File: config.mk
export PLATFORM = sky130hd
export DESIGN_NAME = muldiv_ctrl
export DESIGN_NICKNAME = d
export VERILOG_FILES = /design/src/rtl/muldiv_ctrl_pkg.sv /design/src/rtl/muldiv_step.sv /design/src/rtl/muldiv_ctrl.sv
export SDC_FILE = /design/constraint.sdc
export NUM_CORES = 1
export LEC_CHECK = 0
export BUFFER_PORTS_ARGS = -buffer_cell sky130_fd_sc_hd__buf_2
export CAP_MARGIN = 20
export CORE_ASPECT_RATIO = 1.4
export CORE_MARGIN = 2
export CORE_UTILIZATION = 30
export DETAILED_ROUTE_END_ITERATION = 8
export GPL_TIMING_DRIVEN = 0
export PLACE_DENSITY = 0.51
export SYNTH_ARGS = -nofsm -noshare
export SYNTH_HDL_FRONTEND = slang
export SYNTH_SLANG_ARGS = --single-unit
File: constraint.sdc
create_clock -name clk -period 4.68 [get_ports clk]
set_input_delay 0.468 -clock clk [delete_from_list [all_inputs] [get_ports clk]]
set_output_delay 0.468 -clock clk [all_outputs]
set_load 0.005 [all_outputs]
File: src/rtl/muldiv_ctrl_pkg.sv
// muldiv_ctrl_pkg: definitions shared by the multiply/divide controller and
// the ALU decoder.
//   WIDTH_DEFAULT      - default operand / HI / LO width
//   ALU_MULT, ALU_DIV  - alucontrol encodings of the two HI/LO operations
//   state_t            - controller FSM states
package muldiv_ctrl_pkg;

    localparam int WIDTH_DEFAULT = 32;

    localparam logic [3:0] ALU_MULT = 4'b1000;
    localparam logic [3:0] ALU_DIV  = 4'b1001;

    typedef enum logic [1:0] {
        IDLE  = 2'd0,
        CALC  = 2'd1,
        FIXUP = 2'd2
    } state_t;

endpackage

File: src/rtl/muldiv_step.sv
// muldiv_step: one iteration of the unsigned iterative multiplier/divider.
//   i_div  - 1: restoring-subtract step, 0: shift-add step
//   i_acc  - partial product (MULT) / partial remainder (DIV)
//   i_mq   - multiplier bits still to consume (MULT) / dividend bits
//            shifting out while quotient bits shift in (DIV)
//   i_opnd - multiplicand magnitude (MULT) / divisor magnitude (DIV)
//   o_acc, o_mq - values after this iteration
module muldiv_step #(
    parameter int WIDTH = 32
) (
    input  logic             i_div,
    input  logic [WIDTH-1:0] i_acc,
    input  logic [WIDTH-1:0] i_mq,
    input  logic [WIDTH-1:0] i_opnd,
    output logic [WIDTH-1:0] o_acc,
    output logic [WIDTH-1:0] o_mq
);

    logic [WIDTH:0] w_sum;
    logic [WIDTH:0] w_shifted;
    logic [WIDTH:0] w_diff;

    always_comb begin
        w_sum     = {1'b0, i_acc} + {1'b0, (i_mq[0] ? i_opnd : '0)};
        w_shifted = {i_acc, i_mq[WIDTH-1]};
        w_diff    = w_shifted - {1'b0, i_opnd};
        if (i_div) begin
            // Top bit of the difference is the borrow: set means "restore".
            if (!w_diff[WIDTH]) begin
                o_acc = w_diff[WIDTH-1:0];
                o_mq  = {i_mq[WIDTH-2:0], 1'b1};
            end else begin
                o_acc = w_shifted[WIDTH-1:0];
                o_mq  = {i_mq[WIDTH-2:0], 1'b0};
            end
        end else begin
            // Carry of the add shifts into the accumulator MSB; the
            // accumulator LSB becomes the next product bit in i_mq.
            o_acc = w_sum[WIDTH:1];
            o_mq  = {w_sum[0], i_mq[WIDTH-1:1]};
        end
    end

endmodule

File: src/rtl/muldiv_ctrl.sv
// muldiv_ctrl: iterative signed MULT/DIV unit owning the HI/LO registers.
//   clk, reset (async, active-low)
//   start, alucontrol, srca, srcb - operation request from EX
//   mfreq  - MFHI/MFLO in EX wants HI/LO
//   flush  - abort any operation in progress
//   busy   - FSM not IDLE
//   stall  - freeze IF/ID/EX while busy and EX needs this unit
//   hi, lo - result registers
//   done   - one-cycle pulse in the first cycle a new result is visible
module muldiv_ctrl
    import muldiv_ctrl_pkg::*;
#(
    parameter int WIDTH = WIDTH_DEFAULT
) (
    input  logic             clk,
    input  logic             reset,
    input  logic             start,
    input  logic [3:0]       alucontrol,
    input  logic [WIDTH-1:0] srca,
    input  logic [WIDTH-1:0] srcb,
    input  logic             mfreq,
    input  logic             flush,
    output logic             busy,
    output logic             stall,
    output logic [WIDTH-1:0] hi,
    output logic [WIDTH-1:0] lo,
    output logic             done
);

    localparam int CW = $clog2(WIDTH);
    localparam logic [CW-1:0] CNT_LAST = CW'(WIDTH - 1);

    state_t           r_state;
    logic [CW-1:0]    r_cnt;
    logic             r_is_div;
    logic             r_neg_q;
    logic             r_neg_r;
    logic             r_divzero;
    logic [WIDTH-1:0] r_acc;
    logic [WIDTH-1:0] r_mq;
    logic [WIDTH-1:0] r_opnd;
    logic [WIDTH-1:0] r_hi;
    logic [WIDTH-1:0] r_lo;
    logic             r_done;

    logic               w_is_mult;
    logic               w_is_div;
    logic               w_accept;
    logic [WIDTH-1:0]   w_abs_a;
    logic [WIDTH-1:0]   w_abs_b;
    logic [WIDTH-1:0]   w_acc_nx;
    logic [WIDTH-1:0]   w_mq_nx;
    logic [2*WIDTH-1:0] w_prod_fix;
    logic [WIDTH-1:0]   w_q_fix;
    logic [WIDTH-1:0]   w_r_fix;

    assign w_is_mult = (alucontrol == ALU_MULT);
    assign w_is_div  = (alucontrol == ALU_DIV);
    assign w_accept  = start & ~flush & (w_is_mult | w_is_div);

    // Magnitude of the most negative value is itself, read as unsigned.
    assign w_abs_a = srca[WIDTH-1] ? (~srca + 1'b1) : srca;
    assign w_abs_b = srcb[WIDTH-1] ? (~srcb + 1'b1) : srcb;

    muldiv_step #(.WIDTH(WIDTH)) u_step (
        .i_div  (r_is_div),
        .i_acc  (r_acc),
        .i_mq   (r_mq),
        .i_opnd (r_opnd),
        .o_acc  (w_acc_nx),
        .o_mq   (w_mq_nx)
    );

    // Sign correction: quotient/product negative when signs differ,
    // remainder follows the dividend.
    assign w_prod_fix = r_neg_q ? (~{r_acc, r_mq} + 1'b1) : {r_acc, r_mq};
    assign w_q_fix    = r_neg_q ? (~r_mq + 1'b1) : r_mq;
    assign w_r_fix    = r_neg_r ? (~r_acc + 1'b1) : r_acc;

    always_ff @(posedge clk or negedge reset) begin
        if (!reset) begin
            r_state   <= IDLE;
            r_cnt     <= '0;
            r_is_div  <= 1'b0;
            r_neg_q   <= 1'b0;
            r_neg_r   <= 1'b0;
            r_divzero <= 1'b0;
            r_acc     <= '0;
            r_mq      <= '0;
            r_opnd    <= '0;
            r_hi      <= '0;
            r_lo      <= '0;
            r_done    <= 1'b0;
        end else begin
            r_done <= 1'b0;
            case (r_state)
                IDLE: begin
                    if (w_accept) begin
                        r_is_div <= w_is_div;
                        r_neg_q  <= srca[WIDTH-1] ^ srcb[WIDTH-1];
                        r_neg_r  <= srca[WIDTH-1];
                        r_cnt    <= CNT_LAST;
                        if (w_is_div && (srcb == '0)) begin
                            // Divide by zero: raw dividend parked in r_acc for HI.
                            r_divzero <= 1'b1;
                            r_acc     <= srca;
                            r_mq      <= '0;
                            r_opnd    <= '0;
                            r_state   <= FIXUP;
                        end else begin
                            r_divzero <= 1'b0;
                            r_acc     <= '0;
                            r_mq      <= w_is_div ? w_abs_a : w_abs_b;
                            r_opnd    <= w_is_div ? w_abs_b : w_abs_a;
                            r_state   <= CALC;
                        end
                    end
                end
                CALC: begin
                    if (flush) begin
                        r_state <= IDLE;
                    end else begin
                        r_acc <= w_acc_nx;
                        r_mq  <= w_mq_nx;
                        if (r_cnt == '0) begin
                            r_state <= FIXUP;
                        end else begin
                            r_cnt <= r_cnt - 1'b1;
                        end
                    end
                end
                FIXUP: begin
                    r_state <= IDLE;
                    if (!flush) begin
                        r_done <= 1'b1;
                        if (r_divzero) begin
                            r_hi <= r_acc;
                            r_lo <= '1;
                        end else if (r_is_div) begin
                            r_hi <= w_r_fix;
                            r_lo <= w_q_fix;
                        end else begin
                            r_hi <= w_prod_fix[2*WIDTH-1:WIDTH];
                            r_lo <= w_prod_fix[WIDTH-1:0];
                        end
                    end
                end
                default: r_state <= IDLE;
            endcase
        end
    end

    assign busy  = (r_state != IDLE);
    assign stall = busy & (start | mfreq);
    assign hi    = r_hi;
    assign lo    = r_lo;
    assign done  = r_done;

endmodule

==> results of run 1 <==
==> cell usage in the layout, fill, tap and decap left out, drive strengths merged, types with 22 or more instances in the layout <==
cell type | netlist | layout
nor2 | 217 | 217
buf | 20 | 160
o31ai | 42 | 42
or3 | 27 | 27
xor2 | 80 | 80
ha | 70 | 70
nand2 | 188 | 188
clkbuf | 93 | 110
mux2i | 52 | 52
a211oi | 28 | 28
a21oi | 181 | 181
nand3 | 32 | 32
o21ai | 186 | 186
a21o | 35 | 35
o21a | 23 | 23
a31oi | 22 | 22
nor3 | 35 | 35
xnor2 | 90 | 90
dfrtp | 172 | 172
inv | 65 | 73
==> through the flow <==
step	utilization (%)	power (mW)
after floorplan	-	5.34
after global placement	33.4	6.83
after detailed placement	33.4	6.86
after CTS	34.8	8.47
after global routing	34.8	9.04
final	34.8	8.49
==> worst paths after layout <==
path / from / endpoint / slack, ps / cells past startpoint
worst min-delay path: srca[3] / r_acc[3]$_DFFE_PN0P_ / 350 / 3
worst min register to register: hi[28]$_DFFE_PN0P_ / hi[28]$_DFFE_PN0P_ / 480 / 2
min in group asynchronous: reset / r_acc[8]$_DFFE_PN0P_ / 520 / 2
worst max register to register: r_mq[31]$_DFFE_PN0P_ / r_acc[1]$_DFFE_PN0P_ / 160 / 15
worst max-delay path: r_mq[31]$_DFFE_PN0P_ / r_acc[1]$_DFFE_PN0P_ / 160 / 15
max in group asynchronous: reset / hi[3]$_DFFE_PN0P_ / 3130 / 3
==> logic make-up after synthesis <==
group,after synthesis,synth area share [%]
fa+ha+maj,72,6.16
mux,60,4.11
simple gates,600,18.6
flops,172,29.0
xor+xnor,170,10.0
buf+inv,182,4.92
compound gates,648,27.2
==> state kept, by name, indices dropped and copies added (netlist names) <==
signal,count
r_neg_q,1
r_acc,32
r_neg_r,1
r_is_div,1
r_state,2
hi,32
r_divzero,1
r_opnd,32
done,1
r_mq,32
r_cnt,5
lo,32
==> what timing repair did <==
item | CTS | global route
hold buffers | 1 | 0
hold endpoints to repair | 56 | 0
setup buffers | 0 | 0
resized for setup | 6 | 4
setup endpoints to repair | 26 | 9
==> report_power, final <==
group | switching (mW) | total (mW) | internal (mW) | leakage [nW]
Combinational | 2.83 | 4.64 | 1.80 | 4.77
Clock | 0.807 | 1.55 | 0.741 | 0.303
Sequential | 0.536 | 2.30 | 1.77 | 2.19
==> final cells by class <==
class                           instances  area (sq um)
Sequential cell                       172          4300
Antenna cell                            1          2.50
Buffer                                115           484
Tap cell                              637           797
Inverter                               67           253
Clock buffer                           17           425
Clock inverter                         15           204
Multi-Input combinational cell       1550          9860
Timing Repair Buffer                  141           743
Fill cell                            5298         31900
==> layer usage <==
| metal | part of all wire (%) | wire [microns] | GRT usage, % | vias up |
|---|---|---|---|---|
| li1 | - | - | - | 7198 |
| met1 | 39 | 25000 | 29.4 | 7302 |
| met2 | 49 | 31100 | 43.1 | 567 |
| met4 | 7.4 | 4760 | 16.5 | 0 |
| met3 | 4.9 | 3160 | 2.94 | 168 |
| met5 | 0 | 0 | 0 | - |
==> worst reg2reg max path, cell delays in order, from the launching register on <==
cell      delay, ps
dfrtp_1         450
inv_1           170
ha_1            270
fa_1            420
nand2b_1        210
a21oi_1         230
o311a_1         340
a211oi_2        170
o32ai_1         470
mux2i_1         210
nor2_4          260
buf_4           300
buf_2           360
nor2_1           80
a211oi_1        310
o21ai_0         140
==> impl_metrics.csv, run 1 <==
group,metric,value,unit
clock_network,cts_sinks,172,
sta,hold_viol,0,
synth,synth_top_area_cell,"dfrtp_1",
sta,setup_violations,0,
synth,syn_inst,1904,
clock_network,clk_latency,470,ps
setup_path,critPathTopFamily,"compound AO/OA/AOI/OAI gates",
layout,fin_area,17100,sq um
sta,maxSlewHeadroom,26.7,%
clock_network,clock_path_buffers,2,
floorplan,start_util,30.3,%
floorplan,ioPinCount,140,
sta,finalMaxSlewViolations,0,
clock_network,cts.reportedPaths.clkPinSlew,80,ps
global_route,grt_overflow,0,
global_route,antenna_found_initial,1,
place,dp_cells,2681,
status,status,"finished clean",
place,dp_slack,-527,ps
sta,layout_min_cycle_time,4520,ps
place,dp_hpwl,51800,microns
global_route,grt_pass1_wl,95500,microns
floorplan,num_rows,96,
layout,syn_to_final_growth,14.9,%
detailed_routing,antenna_left,0,
sta,hold-worst-slack,346,ps
detailed_routing,drtIter0Drc,1226,
pwr,power_density,497,nW/um^2
layout,layout-drive-gt1-share,10.7,%
global_route,grt_max_degree,117,
synth,synth_ff_type,"dfrtp_1",
sta,fmax,221,MHz
floorplan,die-area,51400,sq um
synth,synth_common_cells,"216 x nor2_1, 188 x nand2_1, 181 x a21oi_1",
setup_path,cp_slowest_cell,"o32ai_1",
floorplan,die_x,192,microns
synth,avgSynthCellArea,7.81,sq um
synth,synth_area_leaders,"dfrtp_1 29%, a21oi_1 6.1%, o21ai_0 6.1%, ha_1 5.9%, nor2_1 5.5%",
detailed_routing,drc,0,
sta,tns,0,ps
sta,tightest_slew,1100,ps
pwr,p_leak,7.26,nW
setup_path,endpoint_kind,"flop",
global_route,grt_use_total,25.1,%
detailed_routing,vias,15200,
sta,fin_ws,164,ps
synth,synth_edf_count,0,
setup_path,required,5010,ps
synth,ys_async_sr_fraction,100,%
floorplan,die_h,267,microns
synth,synth.distinct_cells,75,
synth,yosysWarnings,0,
pwr,vdd_ir_drop_max,261,uV
clock_network,cts_tree,"yes",
setup_path,slowest_delay,470,ps
setup_path,crit_type,"flop to flop",
detailed_routing,wl_per_cell,23.6,microns
synth,synth_nets,2049,
layout,stdcell_count,2715,
clock_network,htreeDepth,4,
place,place_area,16400,sq um
worst_hold_path,hp-class,"input pin to flop",
layout,nNetsFinal,2209,
clock_network,cts_root_buf,"clkbuf_16",
synth,ys_ff_latch,172,
detailed_routing,drt_wl_total,64100,microns
place,io_buffers,139,
synth,synth-seq-area-share,29.0,%
setup_path,crit_fanout,10,
setup_path,arrival,4850,ps
setup_path,startpoint_type,"flop",
sta,clock_skew,21.5,ps
detailed_routing,via_per_inst,5.61,
setup_path,cp_cell_sequence,"inv_1 > ha_1 > fa_1 > nand2b_1 > a21oi_1 > o311a_1 > a211oi_2 > o32ai_1 > mux2i_1 > nor2_4 > buf_4 > buf_2 > nor2_1 > a211oi_1 > o21ai_0",
synth,post-synth-top-count-cell,"nor2_1",
global_route,grt_pass1_vias,15200,
clock_network,cts_made_buffers,17,
sta,post-route-period-util,96.5,%
detailed_routing,drt_pass1_iterations,7,
sta,grt_setup_unrepaired,"yes",
place,gp_congestion,0.950,
synth,synth_top_area_share,29.0,%
floorplan,core,49000,sq um
synth,syn-cell-area,14900,sq um
setup_path,crit_buf_inv,3,
flow_run,drv_cap,0,
(Power assumes the default switching activity.)
==> run 2, diff against run 1 <==
Settings changed: PLACE_DENSITY 0.51 to unset.
==> impl_metrics.csv, run 2 (synthesis results as in run 1) <==
group,metric,value,unit
worst_hold_path,hp-class,"input pin to flop",
place,gp_congestion,1.01,
setup_path,crit_type,"flop to flop",
floorplan,die_h,267,microns
layout,syn_to_final_growth,15.0,%
global_route,grt_overflow,0,
layout,stdcell_count,2718,
clock_network,cts_root_buf,"clkbuf_16",
detailed_routing,wl_met1,23700,microns
sta,post-route-period-util,96.8,%
detailed_routing,wl_per_cell,23.2,microns
global_route,grt_max_degree,108,
pwr,power_density,499,nW/um^2
layout,layout-drive-gt1-share,10.9,%
clock_network,cts.reportedPaths.clkPinSlew,80,ps
setup_path,slowest_delay,530,ps
flow_run,drv_cap,0,
detailed_routing,drc,0,
sta,setup_violations,0,
detailed_routing,highest_layer,"met4",
sta,layout_min_cycle_time,4530,ps
pwr,p_sw,4.15,mW
layout,nFillCells,5271,
pwr,switching_share,48.7,%
clock_network,cts_sinks,172,
place,place_area,16400,sq um
setup_path,required,5080,ps
layout,multi_input_comb_area,9860,sq um
layout,fin_area,17100,sq um
sta,maxSlewHeadroom,35.0,%
status,status,"finished clean",
clock_network,htreeDepth,4,
sta,hold-worst-slack,359,ps
setup_path,cp_cell_sequence,"inv_1 > ha_1 > fa_1 > nand2b_1 > a21oi_1 > o311a_4 > a211oi_2 > o32ai_2 > mux2i_1 > nor2_2 > buf_2 > mux2i_1 > o211ai_1 > o21a_1",
detailed_routing,drt_wl_total,63000,microns
detailed_routing,via_per_inst,5.70,
pwr,power,8.53,mW
detailed_routing,wl_met2,30700,microns
place,dp_cells,2681,
layout,final_util,34.9,%
layout,nNetsFinal,2211,
sta,hold_viol,0,
layout,regArea,4300,sq um
clock_network,cts_made_buffers,17,
place,io_buffers,139,
sta,finalMaxSlewViolations,0,
floorplan,num_rows,96,
layout,layout_common_cells,"215 x nor2_1, 188 x nand2_1, 181 x a21oi_1",
global_route,antenna_found_initial,1,
clock_network,cts_tree,"yes",
global_route,grt_use_total,24.5,%
clock_network,clk_latency,470,ps
setup_path,endpoint_kind,"flop",
sta,clock_skew,11.5,ps
floorplan,die_x,192,microns
floorplan,start_util,30.3,%
global_route,grt_pass1_vias,15300,
detailed_routing,drtIter0Drc,1418,
setup_path,crit_fanout,10,
global_route,grt_pass1_wl,93800,microns
place,dp_hpwl,51000,microns
sta,grt_setup_unrepaired,"no",
pwr,p_leak,7.27,nW
floorplan,ioPinCount,140,
floorplan,core,49000,sq um
pwr,vdd_ir_drop_max,222,uV
setup_path,startpoint_type,"flop",
pwr,p_seq_share,27.1,%
sta,tightest_slew,975,ps
pwr,combPwrFrac,54.7,%
setup_path,cp_slowest_cell,"o211ai_1",
clock_network,clock_path_buffers,2,
detailed_routing,antenna_left,0,
detailed_routing,drt_pass1_iterations,6,
pwr,p_clk_share,18.2,%
setup_path,arrival,4930,ps
pwr,p_int,4.37,mW
layout,final_common_cell,"nor2_1",
setup_path,critPathMostFrequentCell,"mux2i_1",
floorplan,die-area,51400,sq um
sta,fmax,221,MHz
detailed_routing,wl_met3,3570,microns
detailed_routing,vias,15500,
run 2: changes by cell type in the layout (fill, tap and decap cells not counted), sizes merged:
cell      change
clkinv        -2
bufinv        +1
diode         +1
clkinvlp      +1
clkbuf        +3
inv           -1
run 2: what timing repair did:
action                                  in CTS  in global routing
gates resized for setup                      4                  7
setup buffers                                0                  2
endpoints found under the setup margin      25                 29
hold buffers                                 1                  0
pin swaps                                    0                  0
endpoints found under the hold margin       29                  0
run 2: power groups by stage:
stage,sequential [mW],combinational [mW],clock (mW)
3_5_place_dp,2.32,4.54,0
5_1_grt,2.33,5.09,1.62
3_3_place_gp,2.32,4.49,0
6_report,2.31,4.67,1.55
4_1_cts,2.29,4.58,1.57
2_1_floorplan,2.08,3.26,0
run 2: area by class of cell:
type | instances | area share [%]
Antenna cell | 2 | 0.0293
Buffer | 115 | 2.85
Clock buffer | 18 | 2.57
Clock inverter | 14 | 1.11
Inverter | 67 | 1.49
Multi-Input combinational cell | 1550 | 57.7
Sequential cell | 172 | 25.2
Tap cell | 637 | 4.66
Timing Repair Buffer | 143 | 4.43
run 2: per-stage QoR:
| stage | worst slack [ps] | TNS (ps) |
|---|---|---|
| after global placement | -459 | -5470 |
| after CTS | 1.59 | 0 |
| final | 150 | 0 |
| after global routing | 47.0 | 0 |
| after detailed placement | -448 | -5170 |
| after floorplan | 1260 | 0 |
run 2: worst paths after layout:
path | from | endpoint | slack, ps | cells after the start
worst max-delay path | r_mq[31]$_DFFE_PN0P_ | r_acc[12]$_DFFE_PN0P_ | 150 | 14
worst min-delay path | srca[3] | r_acc[3]$_DFFE_PN0P_ | 360 | 3
worst max register to register | r_mq[31]$_DFFE_PN0P_ | r_acc[12]$_DFFE_PN0P_ | 150 | 14
worst min register to register | hi[26]$_DFFE_PN0P_ | hi[26]$_DFFE_PN0P_ | 480 | 2
max in group asynchronous | reset | hi[10]$_DFFE_PN0P_ | 3160 | 3
min in group asynchronous | reset | r_opnd[10]$_DFFE_PN0P_ | 550 | 2
run 2: per-layer routing:
layer  GRT usage, %  vias up
met5              0        -
met4           17.5        0
met3           3.12      193
met2           41.9      702
met1           28.1     7384
li1               -     7205
run 2: critical path: cells and delay by family, from the launching register on:
kind,cells,cell delay (ps)
flip-flops,1,470
AO/OA/AOI/OAI,6,1900
buffers and inverters,2,560
multiplexers,2,340
AND/OR/NAND/NOR,2,480
adder cells (fa/ha/maj),2,700
==> run 3, diff against run 2 <==
--- a/config.mk
+++ b/config.mk
@@ -9,3 +9,2 @@
 export CAP_MARGIN = 20
-export CORE_ASPECT_RATIO = 1.4
 export CORE_MARGIN = 2
--- a/constraint.sdc
+++ b/constraint.sdc
@@ -3,2 +3,2 @@
 set_output_delay 0.468 -clock clk [all_outputs]
-set_load 0.005 [all_outputs]
+set_load 0.02 [all_outputs]
==> impl_metrics.csv, run 3 (synthesis results as in run 1) <==
group,metric,value,unit
layout,regArea,4300,sq um
layout,final_util,34.9,%
clock_network,cts_made_buffers,17,
worst_hold_path,holdPathEnd,"r_acc[13]$_DFFE_PN0P_",
flow_run,drv_cap,0,
worst_hold_path,hold_path_startpoint,"srca[13]",
clock_network,cts_sinks,172,
place,io_buffers,139,
layout,nFillCells,5224,
global_route,grt_overflow,0,
clock_network,cts.reportedPaths.clkPinSlew,70,ps
setup_path,startpoint_type,"flop",
clock_network,clock_path_buffers,2,
floorplan,num_rows,81,
detailed_routing,antenna_left,0,
sta,finalMaxSlewViolations,0,
setup_path,cp_cell_sequence,"clkinv_2 > clkbuf_1 > ha_1 > inv_1 > nor3_1 > nand4_1 > nor3_1 > nand3b_1 > or4b_1 > o31ai_1 > xor2_1 > o21ai_1",
clock_network,clk_latency,490,ps
detailed_routing,wl_per_cell,22.9,microns
layout,multi_input_comb_area,9860,sq um
pwr,power_density,502,nW/um^2
floorplan,start_util,30.4,%
detailed_routing,drt_wl_total,62800,microns
layout,layout_common_cells,"215 x nor2_1, 188 x nand2_1, 181 x a21oi_1",
sta,clock_skew,11.0,ps
sta,setup_violations,0,
place,place_area,16400,sq um
sta,fmax,217,MHz
setup_path,critPathMostFrequentCell,"nor3_1",
floorplan,die_h,227,microns
detailed_routing,drt_pass1_iterations,6,
pwr,p_leak,7.27,nW
setup_path,endpoint_kind,"flop",
floorplan,core,49000,sq um
sta,hold_viol,0,
sta,maxSlewHeadroom,24.6,%
global_route,grt_max_degree,89,
layout,syn_to_final_growth,15.1,%
setup_path,ff2ff_path_depth,12,
setup_path,cp_slowest_cell,"clkbuf_1",
clock_network,cts_root_buf,"clkbuf_16",
sta,post-route-period-util,98.3,%
place,gp_congestion,0.976,
global_route,grt_pass1_vias,14900,
detailed_routing,drtIter0Drc,1970,
worst_hold_path,hp-class,"input pin to flop",
global_route,antenna_found_initial,2,
place,dp_slack,-583,ps
setup_path,rr_startpoint,"r_mq[0]$_DFFE_PN0P_",
setup_path,crit_type,"flop to flop",
detailed_routing,vias,15700,
global_route,grt_pass1_wl,92600,microns
setup_path,crit_buf_inv,3,
layout,final_common_cell,"nor2_1",
clock_network,cts_tree,"yes",
sta,layout_min_cycle_time,4600,ps
layout,layout-drive-gt1-share,10.7,%
status,status,"finished clean",
setup_path,slowest_delay,630,ps
setup_path,crit_fanout,10,
setup_path,ff2ff_setup_slack,80,ps
setup_path,critPathTopFamily,"simple AND/OR/NAND/NOR gates",
floorplan,die-area,51300,sq um
floorplan,die_x,227,microns
setup_path,arrival,4970,ps
place,dp_hpwl,50500,microns
sta,fin_ws,79.9,ps
detailed_routing,drc,0,
layout,nNetsFinal,2209,
detailed_routing,via_per_inst,5.75,
pwr,vdd_ir_drop_max,338,uV
sta,tightest_slew,1130,ps
clock_network,htreeDepth,4,
setup_path,worstSetupStartpoint,"r_mq[0]$_DFFE_PN0P_",
setup_path,required,5050,ps
floorplan,ioPinCount,140,
layout,fin_area,17100,sq um
worst_hold_path,hold_depth,3,
setup_path,worstReg2RegEnd,"hi[14]$_DFFE_PN0P_",
global_route,grt_use_total,24.5,%
[run 3: power breakdown]
group	switching (mW)	leakage [nW]	internal, mW
Combinational	2.91	4.77	1.81
Sequential	0.496	2.19	1.77
Clock	0.685	0.308	0.918
Total	4.09	7.27	4.50
[run 3: area by class of cell]
| type | count | share of cell area [%] |
|---|---|---|
| Tap cell | 664 | 4.86 |
| Inverter | 67 | 1.48 |
| Antenna cell | 1 | 0.0146 |
| Clock inverter | 10 | 0.959 |
| Multi-Input combinational cell | 1550 | 57.6 |
| Clock buffer | 20 | 2.67 |
| Sequential cell | 172 | 25.2 |
| Buffer | 115 | 2.85 |
| Timing Repair Buffer | 141 | 4.35 |
[run 3: worst register-to-register path: cells and delay by family (launching register included)]
kind,cells,cell delay (ps)
buf+inv,3,950
xor+xnor,1,180
compound gates,2,320
fa+ha+maj,1,360
flops,1,480
simple gates,5,2200
[run 3: worst max-delay path by stage]
stage,end,slack (ps),cells past startpoint
detailed placement,r_acc[6]$_DFFE_PN0P_,-580,15
finish,hi[14]$_DFFE_PN0P_,80,12
CTS,r_acc[5]$_DFFE_PN0P_,20,15
global route,r_acc[17]$_DFFE_PN0P_,-20,14
floorplan,r_acc[28]$_DFFE_PN0P_,1260,13
global placement,r_acc[6]$_DFFE_PN0P_,-600,15
[run 3: what timing repair did]
action,in CTS,in global routing
setup buffers,0,0
hold endpoints to repair,12,0
hold buffers,1,0
gates resized for setup,6,7
setup endpoints to repair,31,21
[run 3: per-layer routing]
| layer | share of wire (%) | global-route usage, % |
|---|---|---|
| met5 | 0.021 | 0 |
| met4 | 3.9 | 10.2 |
| met3 | 8.7 | 5.46 |
| met2 | 43 | 36.9 |
| met1 | 44 | 33.7 |
[run 3: per-stage QoR]
stage,power (mW),hold WS [ps],TNS (ps),cells
2_1_floorplan,5.38,172,0,1904
3_3_place_gp,6.81,460,-8050,2707
3_5_place_dp,6.85,466,-8880,2708
4_1_cts,8.48,274,0,2739
5_1_grt,9.10,300,-28.3,2740
6_report,8.58,300,0,2740
